$ cat src/rtl/spike_filter_pkg.sv
// Shared definitions for the spike filter scheduler: config addresses, FSM states, overrun width.
package spike_filter_pkg;

  localparam logic [1:0] CFG_PERIOD     = 2'd0;
  localparam logic [1:0] CFG_FILTS_USED = 2'd1;
  localparam logic [1:0] CFG_INC        = 2'd2;
  localparam logic [1:0] CFG_DECAY      = 2'd3;

  localparam int OVR_W = 16;

  typedef enum logic [1:0] {
    IDLE,
    PULSE,
    SWEEP,
    GRANT
  } state_t;

endpackage

$ cat src/rtl/spike_filter_prescaler.sv
// Update-period prescaler: owns the period register, raises pend on each tick.
// Overrun counting is present only when SPIKE_FILTER_OVERRUN_CNT_EN is defined.
module spike_filter_prescaler
  import spike_filter_pkg::*;
#(
  parameter int Nprescale = 16
) (
  input  logic                 clk,
  input  logic                 reset,
  input  logic                 period_wr,
  input  logic [Nprescale-1:0] period_data,
  input  logic                 pend_clr,
  output logic                 pend,
  output logic [OVR_W-1:0]     overrun_cnt
);

  logic [Nprescale-1:0] period_reg;
  logic [Nprescale-1:0] count_reg;
  logic                 pend_reg;
  logic                 tick;

  assign tick = (period_reg != '0) && (count_reg == period_reg - Nprescale'(1));
  assign pend = pend_reg;

  always_ff @(posedge clk or negedge reset) begin
    if (!reset) begin
      period_reg <= '0;
      count_reg  <= '0;
      pend_reg   <= 1'b0;
    end else begin
      if (period_wr) begin
        period_reg <= period_data;
        count_reg  <= '0;
      end else if (tick || period_reg == '0) begin
        count_reg <= '0;
      end else begin
        count_reg <= count_reg + Nprescale'(1);
      end
      // A tick landing on the clearing cycle re-arms pend rather than being lost.
      pend_reg <= tick | (pend_reg & ~pend_clr);
    end
  end

`ifdef SPIKE_FILTER_OVERRUN_CNT_EN
  logic [OVR_W-1:0] overrun_reg;

  always_ff @(posedge clk or negedge reset) begin
    if (!reset) begin
      overrun_reg <= '0;
    end else if (tick && pend_reg && !pend_clr && overrun_reg != '1) begin
      overrun_reg <= overrun_reg + OVR_W'(1);
    end
  end

  assign overrun_cnt = overrun_reg;
`else
  assign overrun_cnt = '0;
`endif

endmodule

$ cat src/rtl/spike_filter_scheduler.sv
// Sequences the shared spike filter array: update pulses, round-robin tag arbitration, config.
// Define SPIKE_FILTER_OVERRUN_CNT_EN to implement the missed-tick counter.
module spike_filter_scheduler
  import spike_filter_pkg::*;
#(
  parameter int Nfilts    = 10,
  parameter int Nct       = 10,
  parameter int Nstate    = 27,
  parameter int Nprescale = 16
) (
  input  logic              clk,
  input  logic              reset,
  input  logic              cfg_wr,
  input  logic [1:0]        cfg_addr,
  input  logic [31:0]       cfg_data,
  input  logic [Nfilts-1:0] src0_tag,
  input  logic [Nct-1:0]    src0_ct,
  input  logic              src0_v,
  output logic              src0_a,
  input  logic [Nfilts-1:0] src1_tag,
  input  logic [Nct-1:0]    src1_ct,
  input  logic              src1_v,
  output logic              src1_a,
  output logic [Nfilts-1:0] arr_tag,
  output logic [Nct-1:0]    arr_ct,
  output logic              arr_v,
  input  logic              arr_a,
  input  logic              arr_idle,
  output logic              update_pulse,
  output logic [Nfilts-1:0] filts_used,
  output logic [Nstate-1:0] increment_constant,
  output logic [Nstate-1:0] decay_constant,
  output logic [15:0]       overrun_cnt
);

  state_t            state_reg;
  logic              grant_reg;
  logic              rr_reg;
  logic              update_pulse_reg;
  logic              arr_v_reg;
  logic [Nfilts-1:0] filts_used_reg;
  logic [Nstate-1:0] increment_reg;
  logic [Nstate-1:0] decay_reg;
  logic              pend;
  logic              pend_clr;
  logic              cfg_unused;

  assign cfg_unused = ^cfg_data[31:Nstate];
  assign pend_clr   = (state_reg == IDLE) && pend && arr_idle;

  spike_filter_prescaler #(
    .Nprescale(Nprescale)
  ) u_prescaler (
    .clk        (clk),
    .reset      (reset),
    .period_wr  (cfg_wr && cfg_addr == CFG_PERIOD),
    .period_data(cfg_data[Nprescale-1:0]),
    .pend_clr   (pend_clr),
    .pend       (pend),
    .overrun_cnt(overrun_cnt)
  );

  always_ff @(posedge clk or negedge reset) begin
    if (!reset) begin
      filts_used_reg <= '0;
      increment_reg  <= '0;
      decay_reg      <= '0;
    end else if (cfg_wr) begin
      case (cfg_addr)
        CFG_FILTS_USED: filts_used_reg <= cfg_data[Nfilts-1:0];
        CFG_INC:        increment_reg  <= cfg_data[Nstate-1:0];
        CFG_DECAY:      decay_reg      <= cfg_data[Nstate-1:0];
        default:        ;
      endcase
    end
  end

  // Updates win over tags so a pending pulse never waits behind a stream of transfers.
  always_ff @(posedge clk or negedge reset) begin
    if (!reset) begin
      state_reg        <= IDLE;
      grant_reg        <= 1'b0;
      rr_reg           <= 1'b0;
      update_pulse_reg <= 1'b0;
      arr_v_reg        <= 1'b0;
    end else begin
      update_pulse_reg <= 1'b0;
      case (state_reg)
        IDLE: begin
          if (pend && arr_idle) begin
            state_reg        <= PULSE;
            update_pulse_reg <= 1'b1;
          end else if ((src0_v || src1_v) && arr_idle) begin
            state_reg <= GRANT;
            arr_v_reg <= 1'b1;
            grant_reg <= (src0_v && src1_v) ? rr_reg : src1_v;
          end
        end
        PULSE: state_reg <= SWEEP;
        SWEEP: if (arr_idle) state_reg <= IDLE;
        GRANT: begin
          if (arr_a) begin
            arr_v_reg <= 1'b0;
            rr_reg    <= ~grant_reg;
            state_reg <= IDLE;
          end
        end
        default: state_reg <= IDLE;
      endcase
    end
  end

  assign update_pulse       = update_pulse_reg;
  assign arr_v              = arr_v_reg;
  assign arr_tag            = arr_v_reg ? (grant_reg ? src1_tag : src0_tag) : '0;
  assign arr_ct             = arr_v_reg ? (grant_reg ? src1_ct : src0_ct) : '0;
  assign src0_a             = arr_v_reg & arr_a & ~grant_reg;
  assign src1_a             = arr_v_reg & arr_a & grant_reg;
  assign filts_used         = filts_used_reg;
  assign increment_constant = increment_reg;
  assign decay_constant     = decay_reg;

  // A granted source must keep offering until its acknowledge.
  src_hold: assert property (@(posedge clk) disable iff (!reset)
    (arr_v_reg && !arr_a) |=> (grant_reg ? src1_v : src0_v));

endmodule

$ cat config.mk
export PLATFORM = sky130hd
export DESIGN_NAME = spike_filter_scheduler
export DESIGN_NICKNAME = d
export VERILOG_FILES = /design/src/rtl/spike_filter_pkg.sv /design/src/rtl/spike_filter_prescaler.sv /design/src/rtl/spike_filter_scheduler.sv
export SDC_FILE = /design/constraint.sdc
export NUM_CORES = 1
export LEC_CHECK = 0
export ABC_AREA = 1
export CORE_MARGIN = 1.5
export CORE_UTILIZATION = 49
export DETAILED_ROUTE_END_ITERATION = 8
export GPL_TIMING_DRIVEN = 0
export PLACE_DENSITY = 0.92
export SLEW_MARGIN = 20
export SYNTH_ARGS = -nofsm -noshare
export SYNTH_HDL_FRONTEND = slang
export SYNTH_SLANG_ARGS = --single-unit
$ cat constraint.sdc
create_clock -name clk -period 5.1 [get_ports clk]
set_clock_uncertainty 0.15 [all_clocks]
set_input_delay 1.53 -clock clk [delete_from_list [all_inputs] [get_ports clk]]
set_output_delay 1.53 -clock clk [all_outputs]
set_load 0.005 [all_outputs]
==> results of run 1 <==
[layer usage]
metal  share of wire [%]  up-vias  track usage, %
met2                  49      195            44.9
met1                  41     2299            30.9
met4                 2.0        0            8.69
li1                    -     2415               -
met3                 8.3       26            7.30
met5                   0        -               0
[cells in the mapped netlist (3+ instances only)]
cell type,instances,area (µm²)
xor2_1,15,131
nor2_1,78,293
buf_4,16,120
nor2_2,13,81.3
nor3_1,6,30.0
nand4_1,8,50.1
dfrtp_1,103,2580
clkbuf_1,21,78.8
xnor2_1,6,52.6
o21ai_0,107,536
inv_1,77,289
nand3b_1,3,22.5
ha_1,3,37.5
nand2_1,159,597
nand3_1,25,125
[power breakdown]
part           switching [mW]  total, mW  internal (mW)
combinational           0.475      0.995          0.521
clock                   0.309      0.547          0.239
sequential              0.123       1.08          0.959
[cell families after synthesis]
family	Yosys count	synth area share, %
other	1	0.0724
buffers and inverters	115	9.71
DFF	103	49.8
and+or+nand+nor	301	24.7
AOI/OAI and AO/OA	112	11.1
xor gates and xnor gates	22	3.99
adders and majority gates	3	0.725
[area by class of cell]
class | count | area [µm²] | share of cell area, %
buffer | 38 | 214 | 2.94
clock buffer | 9 | 124 | 1.70
clock inverter | 7 | 87.6 | 1.20
inverter | 77 | 289 | 3.97
multi-input combinational | 454 | 2150 | 29.6
sequential | 103 | 2580 | 35.4
tap | 136 | 170 | 2.34
timing repair buffer | 164 | 1660 | 22.8
[per-stage QoR]
stage / TNS [ns] / setup WS [ns] / area [µm²] / cells
3_5_place_dp: 0 / 0.657 / 7070 / 972
6_report: 0 / 0.662 / 7280 / 988
2_1_floorplan: 0 / 1.68 / 5240 / 672
3_3_place_gp: -135.50 / -1.32 / 7040 / 971
5_1_grt: 0 / 0.637 / 7280 / 988
4_1_cts: 0 / 0.656 / 7280 / 988
[critical path: stages]
cell	delay, ns
clkdlybuf4s50_1	0.46
o21ai_0	0.07
nor2_1	0.17
clkdlybuf4s50_1	0.53
[worst max-delay path by stage]
stage                    start            endpoint  slack, ns  depth (start not counted)
finish              src0_ct[0]           arr_ct[0]       0.66                          4
global route             arr_a              src0_a       0.64                          4
CTS                      arr_a              src1_a       0.66                          4
detailed placement       arr_a              src1_a       0.66                          4
global placement         reset  decay_constant[22]      -1.32                          1
floorplan                arr_a              src0_a       1.68                          2
[placed cells by master, fill, tap and decap left out, types with 2 or more instances in the layout]
| cell | instances |
|---|---|
| nor2_4 | 2 |
| nand2_1 | 159 |
| clkbuf_1 | 21 |
| clkdlybuf4s50_1 | 162 |
| o22ai_1 | 2 |
| nand3b_1 | 3 |
| nand4_1 | 8 |
| buf_4 | 16 |
| o21ai_0 | 107 |
| clkinvlp_4 | 2 |
| dfrtp_1 | 103 |
| clkbuf_8 | 9 |
| nor2_2 | 13 |
| ha_1 | 3 |
| nor3_1 | 6 |
| xnor2_1 | 6 |
| inv_8 | 3 |
| inv_1 | 77 |
| xor2_1 | 15 |
| nand2_2 | 2 |
| nand3_1 | 25 |
| nor2_1 | 78 |
| conb_1 | 16 |
==> impl_metrics.json, run 1 <==
{
  "cts_made_buffers": 9,
  "cts_root_buf": "clkbuf_8",
  "min_path_cells": 2,
  "grt_max_degree": 61,
  "clock-sinks": 103,
  "wire_per_inst_um": 14.1,
  "crit_type": "in -> out",
  "start_util_pct": 50.4,
  "die_h_um": 106,
  "cts_tree": "built",
  "setup_viol": 0,
  "synth-seq-cells": 103,
  "dieArea_um2": 11200,
  "nets": 931,
  "r2r_end": "u_prescaler.count_reg[11]",
  "finish.utilization_pct": 70.8,
  "drc_errors": 0,
  "postCtsSetupBuffers": 0,
  "first_global_vias": 4801,
  "clockBufferDepth": 2,
  "portBuffers": 163,
  "ys_warn_count": 0,
  "regToRegSetupSlack_ns": 2.68,
  "hp-start": "increment_constant[2]",
  "timing.hold.ws_ns": 0.342,
  "area_growth_pct": 40.5,
  "hpwl_mm": 10.7,
  "row_count": 37,
  "place_congestion": 0.913,
  "max_freq_ghz": 0.225,
  "gr-total-overflow": 0,
  "async_flop_share_pct": 100,
  "fin_crit_sh_pct": 87.0,
  "yosysSeqAreaShare_pct": 49.8,
  "timing.final.max_slew_violations": 0,
  "max-slew-margin-rel_pct": 64.8,
  "p_leak_nw": 3.48,
  "netlist_instances": 657,
  "drive_above_1_share_pct": 6.46,
  "core_um2": 10300,
  "rr_startpoint": "u_prescaler.period_reg[0]",
  "tightest_slew_ns": 0.528,
  "status": "complete, no violations",
  "wl_mm": 13.9,
  "hold_viol": 0,
  "fin_total_pwr_mw": 2.62,
  "drt_iter0_markers": 343,
  "grtUsageTotal_pct": 25.9,
  "cp-start-kind": "input port",
  "cp.arrival_ns": 2.76,
  "hold_end": "increment_constant[2]",
  "clkLatencyLatePin_ns": 0.38,
  "antenna_found_initial": 0,
  "end_kind": "output pin",
  "cts_hold_buffers": 0,
  "n_antenna_cell": 0,
  "vias_per_cell": 4.99,
  "critPathMaxFanout": 1,
  "powerDensity_nw_per_um2": 361,
  "finalCriticalPeriod_ns": 4.44,
  "avgSynthCellArea_um2": 7.88,
  "netlist-cell-type-count": 29,
  "irDropWorstVdd_mv": 0.229,
  "cts.repair.resized": 0,
  "ctsHtreeMaxLevel": 3,
  "dr.pass1.iters": 7,
  "synth_edf_count": 0,
  "grt_pass1_wl_mm": 22.9,
  "drv_cap": 0,
  "drtAntennaViolNets": 0,
  "die_x_um": 106,
  "clk_pin_slew_ns": 0.10,
  "netlist_area_um2": 5180,
  "io_pins": 185,
  "crit_required_ns": 3.42,
  "rsz0062_at_grt": "false",
  "hp-class": "reg -> reg",
  "num_vias": 4935,
  "rr_worst_depth": 14,
  "fillers": 775,
  "ys.flop_type": "dfrtp_1"
}
Note: power is estimated with default switching activity, not from simulation.
==> run 2: changes to the inputs <==
CORE_MARGIN = not set   (was 1.5)
==> impl_metrics.json, run 2 (synthesis gave the netlist of run 1 again) <==
{
  "io_pins": 185,
  "wire_per_inst_um": 14.2,
  "max-slew-margin-rel_pct": 64.4,
  "max_stage_delay_ns": 0.54,
  "n_antenna_cell": 0,
  "die_x_um": 105,
  "cts_hold_buffers": 0,
  "cp.arrival_ns": 2.73,
  "fin_total_pwr_mw": 2.63,
  "first_global_vias": 4840,
  "antenna_found_initial": 0,
  "crit_required_ns": 3.42,
  "timing.final.max_slew_violations": 0,
  "place_congestion": 0.859,
  "cp-start-kind": "input port",
  "grt_pass1_wl_mm": 23.0,
  "cpMaxStageDelayCell": "clkdlybuf4s50_1",
  "portBuffers": 163,
  "critPathMaxFanout": 4,
  "die_h_um": 105,
  "irDropWorstVdd_mv": 0.221,
  "gr-total-overflow": 0,
  "rsz0062_at_grt": "false",
  "layout_common_cells": "162 x clkdlybuf4s50_1, 159 x nand2_1, 107 x o21ai_0",
  "hp-start": "decay_constant[3]",
  "hpwl_mm": 10.8,
  "status": "complete, no violations",
  "postCtsSetupBuffers": 0,
  "clk_pin_slew_ns": 0.10,
  "finalCriticalPeriod_ns": 4.41,
  "setup_viol": 0,
  "fin_tns_setup_ns": 0,
  "nets": 931,
  "max_freq_ghz": 0.227,
  "drt_iter0_markers": 385,
  "clkLatencyLatePin_ns": 0.38,
  "mostFrequentLayoutCell": "clkdlybuf4s50_1",
  "rr_startpoint": "u_prescaler.period_reg[0]",
  "ctsHtreeMaxLevel": 3,
  "cp_cell_sequence": "clkdlybuf4s50_1 -> inv_1 -> nor3_1 -> clkdlybuf4s50_1",
  "critPathLaunch": "arr_a",
  "fin_crit_sh_pct": 86.6,
  "drtAntennaViolNets": 0,
  "clock-sinks": 103,
  "drv_cap": 0,
  "row_count": 37,
  "wl_mm": 14.0,
  "grt_max_degree": 53,
  "powerDensity_nw_per_um2": 360,
  "area_growth_pct": 40.7,
  "dieArea_um2": 11000,
  "cts_made_buffers": 9,
  "fillers": 773,
  "cts_tree": "built",
  "hold_viol": 0,
  "drc_errors": 0,
  "cp_common_cell": "clkdlybuf4s50_1",
  "core_um2": 10300,
  "crit_type": "in -> out",
  "clockBufferDepth": 2,
  "num_vias": 4932,
  "start_util_pct": 50.4,
  "tightest_slew_ns": 0.534,
  "vias_per_cell": 4.99,
  "cts.repair.resized": 0,
  "drive_above_1_share_pct": 6.46,
  "p_leak_nw": 3.49,
  "grtUsageTotal_pct": 26.4,
  "dr.pass1.iters": 7,
  "end_kind": "output pin",
  "hp-class": "reg -> reg",
  "cts_root_buf": "clkbuf_8"
}
run 2: cell count changes in the layout (fill, tap and decap cells not counted), sizes merged:
cell / before / now
clkinv: 0 / 3
inv: 81 / 80
clkinvlp: 2 / 0
run 2: through the flow:
| stage | hold slack, ns | setup WS [ns] | cell area, µm² | util [%] | instances |
|---|---|---|---|---|---|
| after CTS | 0.346 | 0.689 | 7290 | 70.9 | 988 |
| after global placement | 0.314 | -1.36 | 7040 | 68.5 | 971 |
| after global routing | 0.366 | 0.594 | 7290 | 70.9 | 988 |
| final | 0.344 | 0.686 | 7290 | 70.9 | 988 |
| after detailed placement | 0.323 | 0.693 | 7070 | 68.7 | 972 |
| after floorplan | 0.299 | 1.68 | 5240 | - | 672 |
run 2: report_power, final:
| part | total (mW) | internal, mW | switching, mW |
|---|---|---|---|
| Combinational | 0.998 | 0.520 | 0.478 |
| Sequential | 1.08 | 0.959 | 0.118 |
| Clock | 0.551 | 0.241 | 0.310 |
run 2: cell type report:
type                    count  area (µm²)  area share [%]
inverters                  77         289            3.97
repair buffers            164        1660            22.8
flip-flops and latches    103        2580            35.4
multi-input cells         454        2150            29.6
clock inverters             7        97.6            1.34
plain buffers              38         214            2.94
clock buffers               9         124            1.70
well taps                 136         170            2.34
run 2: worst paths after layout:
path / to / slack (ns) / cells past startpoint
min reg2reg: decay_constant[3] / 0.34 / 2
max in group asynchronous: decay_constant[3] / 3.28 / 2
max: src1_a / 0.69 / 4
min in group asynchronous: u_prescaler.count_reg[13] / 0.93 / 1
min: decay_constant[3] / 0.34 / 2
max reg2reg: u_prescaler.count_reg[5] / 2.65 / 14
run 2: per-layer routing:
layer / track usage (%) / routed length [µm] / vias up
met5: 0 / 0 / -
met4: 8.85 / 306 / 0
met3: 8.73 / 1330 / 27
met2: 46.4 / 6930 / 210
met1: 30.0 / 5460 / 2275
li1: - / - / 2420
run 2: critical path: cells and delay by family:
| family | cells | cell delay [ns] |
|---|---|---|
| buffers and inverters | 3 | 1.06 |
| and+or+nand+nor | 1 | 0.14 |
==> run 3: changes to the inputs <==
CORE_UTILIZATION = 50   (was 49)
PLACE_DENSITY = 0.93   (was 0.92)
SYNTH_HIERARCHICAL = 1   (was not set)
==> impl_metrics.json, run 3 <==
{
  "placed_cell_area_um2": 7280,
  "cp.arrival_ns": 2.79,
  "synth_top_area_share_pct": 47.8,
  "wl_mm": 14.7,
  "netlist-cell-type-count": 37,
  "ys.flop_type": "dfrtp_1",
  "first_global_vias": 4825,
  "power_frac_comb_pct": 39.5,
  "dr.pass1.iters": 6,
  "yosys-top-cells-area": "dfrtp_1 48%, nand2_1 11%, nor2_1 5.8%",
  "drt_iter0_markers": 311,
  "synth_common_cells": "163 x nand2_1, 103 x dfrtp_1, 84 x nor2_1, 64 x inv_1, 35 x o21ai_0",
  "grtUsageTotal_pct": 27.0,
  "n_antenna_cell": 0,
  "dieArea_um2": 11200,
  "seq_power_share_pct": 41.1,
  "clkLatencyLatePin_ns": 0.37,
  "tightest_slew_ns": 0.525,
  "synth.most_common_cell": "nand2_1",
  "core_um2": 10400,
  "synth-seq-cells": 103,
  "power.switching_uw": 917,
  "powerDensity_nw_per_um2": 349,
  "drive_above_1_share_pct": 13.8,
  "netlist_instances": 650,
  "yosysSeqAreaShare_pct": 47.8,
  "cp_cell_sequence": "clkdlybuf4s50_1 -> inv_1 -> nor3_1 -> clkdlybuf4s50_1",
  "gr-total-overflow": 0,
  "synth_edf_count": 0,
  "clockBufferDepth": 2,
  "clkPwrFrac_pct": 19.5,
  "async_flop_share_pct": 100,
  "antenna_found_initial": 0,
  "crit_required_ns": 3.42,
  "drc_errors": 0,
  "avgSynthCellArea_um2": 8.30,
  "postCtsSetupBuffers": 0,
  "dpl.cell_count": 965,
  "cp_common_cell": "clkdlybuf4s50_1",
  "status": "complete, no violations",
  "mostFrequentLayoutCell": "nand2_1",
  "area_growth_pct": 38.7,
  "ys_warn_count": 6,
  "timing.final.max_slew_violations": 0,
  "wire_per_inst_um": 14.9,
  "vias_per_cell": 5.12,
  "clock-sinks": 103,
  "synth_top_cell_by_area": "dfrtp_1",
  "stdcell_area_um2": 7480,
  "netlist_area_um2": 5390,
  "hp-class": "reg -> reg",
  "p_leak_nw": 3.52,
  "max_freq_ghz": 0.223,
  "grt_pass1_wl_mm": 23.6,
  "regToRegSetupSlack_ns": 2.66,
  "rr_startpoint": "u_prescaler/period_reg[0]",
  "max-slew-margin-rel_pct": 65.0,
  "max_stage_delay_ns": 0.55,
  "switching_share_pct": 35.1,
  "cts.repair.resized": 0,
  "clk_pin_slew_ns": 0.11,
  "hold_end": "increment_constant[8]",
  "finalCriticalPeriod_ns": 4.47,
  "cts_made_buffers": 9,
  "drtAntennaViolNets": 0,
  "critPathMaxFanout": 4,
  "hold_viol": 0,
  "hpwl_mm": 11.1,
  "layout.cells.non_filler": 981,
  "min_path_cells": 2,
  "grt_max_degree": 62,
  "timing.hold.ws_ns": 0.344,
  "portBuffers": 163,
  "die_x_um": 106,
  "cpMaxStageDelayCell": "clkdlybuf4s50_1",
  "drv_cap": 0,
  "cts_hold_buffers": 0,
  "num_vias": 5027,
  "layout_common_cells": "163 x nand2_1, 162 x clkdlybuf4s50_1, 103 x dfrtp_1",
  "cp-start-kind": "input port",
  "die_h_um": 106,
  "irDropWorstVdd_mv": 0.226,
  "power.internal_mw": 1.69,
  "row_count": 37,
  "nets": 924,
  "cts_tree": "built",
  "fillers": 751,
  "ctsHtreeMaxLevel": 3,
  "start_util_pct": 52.0,
  "end_kind": "output pin",
  "rr_worst_depth": 14,
  "fin_total_pwr_mw": 2.61,
  "setup_viol": 0,
  "r2r_end": "u_prescaler/count_reg[11]",
  "io_pins": 185,
  "place_congestion": 0.840,
  "cts_root_buf": "clkbuf_8",
  "crit_type": "in -> out",
  "fin_crit_sh_pct": 87.7,
  "hp-start": "increment_constant[8]",
  "rsz0062_at_grt": "false"
}
[run 3: changes by cell type in the layout (fill, tap and decap cells not counted), moves of 10 or more]
cell / previous run / this run
clkbuf_1: 21 / 6
buf_6: 1 / 11
inv_1: 77 / 64
o21ai_1: 0 / 33
o21ai_2: 0 / 31
o21ai_0: 107 / 35
[run 3: metrics by stage]
| stage | util, % | setup slack, ns | TNS [ns] |
|---|---|---|---|
| after floorplan | - | 1.68 | 0 |
| after global placement | 69.9 | -1.37 | -140.30 |
| after detailed placement | 70.2 | 0.607 | 0 |
| after CTS | 72.1 | 0.607 | 0 |
| after global routing | 72.1 | 0.527 | 0 |
| final | 72.1 | 0.625 | 0 |
[run 3: area by class of cell]
cell class	instances	area, µm²	share of cell area [%]
Clock inverter	7	75.1	1.00
Multi-Input combinational cell	457	2320	31.0
Inverter	65	244	3.26
Sequential cell	103	2580	34.5
Timing Repair Buffer	164	1660	22.2
Buffer	40	309	4.13
Tap cell	136	170	2.28
Clock buffer	9	124	1.66
[run 3: how the worst max path moves through the flow]
stage	slack (ns)	cells past startpoint	start	end
final	0.63	4	arr_a	src1_a
after global routing	0.53	4	arr_a	src1_a
after CTS	0.61	4	arr_a	src1_a
after detailed placement	0.61	4	arr_a	src1_a
after global placement	-1.37	1	reset	state_reg[0]
after floorplan	1.68	2	arr_a	src0_a
[run 3: critical path, delay by kind of cell]
family | cells | cell delay (ns)
buffers and inverters | 3 | 1.11
and+or+nand+nor | 1 | 0.16
[run 3: per-layer routing]
layer  up-vias  part of all wire (%)  GRT usage (%)  wire length [µm]
met2       218                    50           45.9              7270
li1       2389                     -              -                 -
met5         -                     0              0                 0
met1      2382                    40           33.3              5840
met3        38                   7.9           6.80              1160
met4         0                   2.7           9.33               395
[run 3: cells by family (layout without fill, tap and decap cells)]
group | count (synthesis) | count (layout) | share of synthesized area (%)
simple gates | 305 | 305 | 24.2
compound gates | 105 | 105 | 12.2
buf+inv | 105 | 285 | 10.3
flops | 103 | 103 | 47.8
xor+xnor | 22 | 22 | 3.57
mux | 6 | 6 | 1.25
fa+ha+maj | 3 | 3 | 0.696
other cells | 1 | 16 | 0.0695
[run 3: power groups by stage]
stage                     clock [mW]  sequential, mW  combinational (mW)
after floorplan                    0            1.07               0.489
after global placement             0            1.08               0.990
after detailed placement           0            1.08                1.02
after CTS                      0.516            1.07                1.03
after global routing           0.546            1.09                1.14
final                          0.509            1.07                1.03
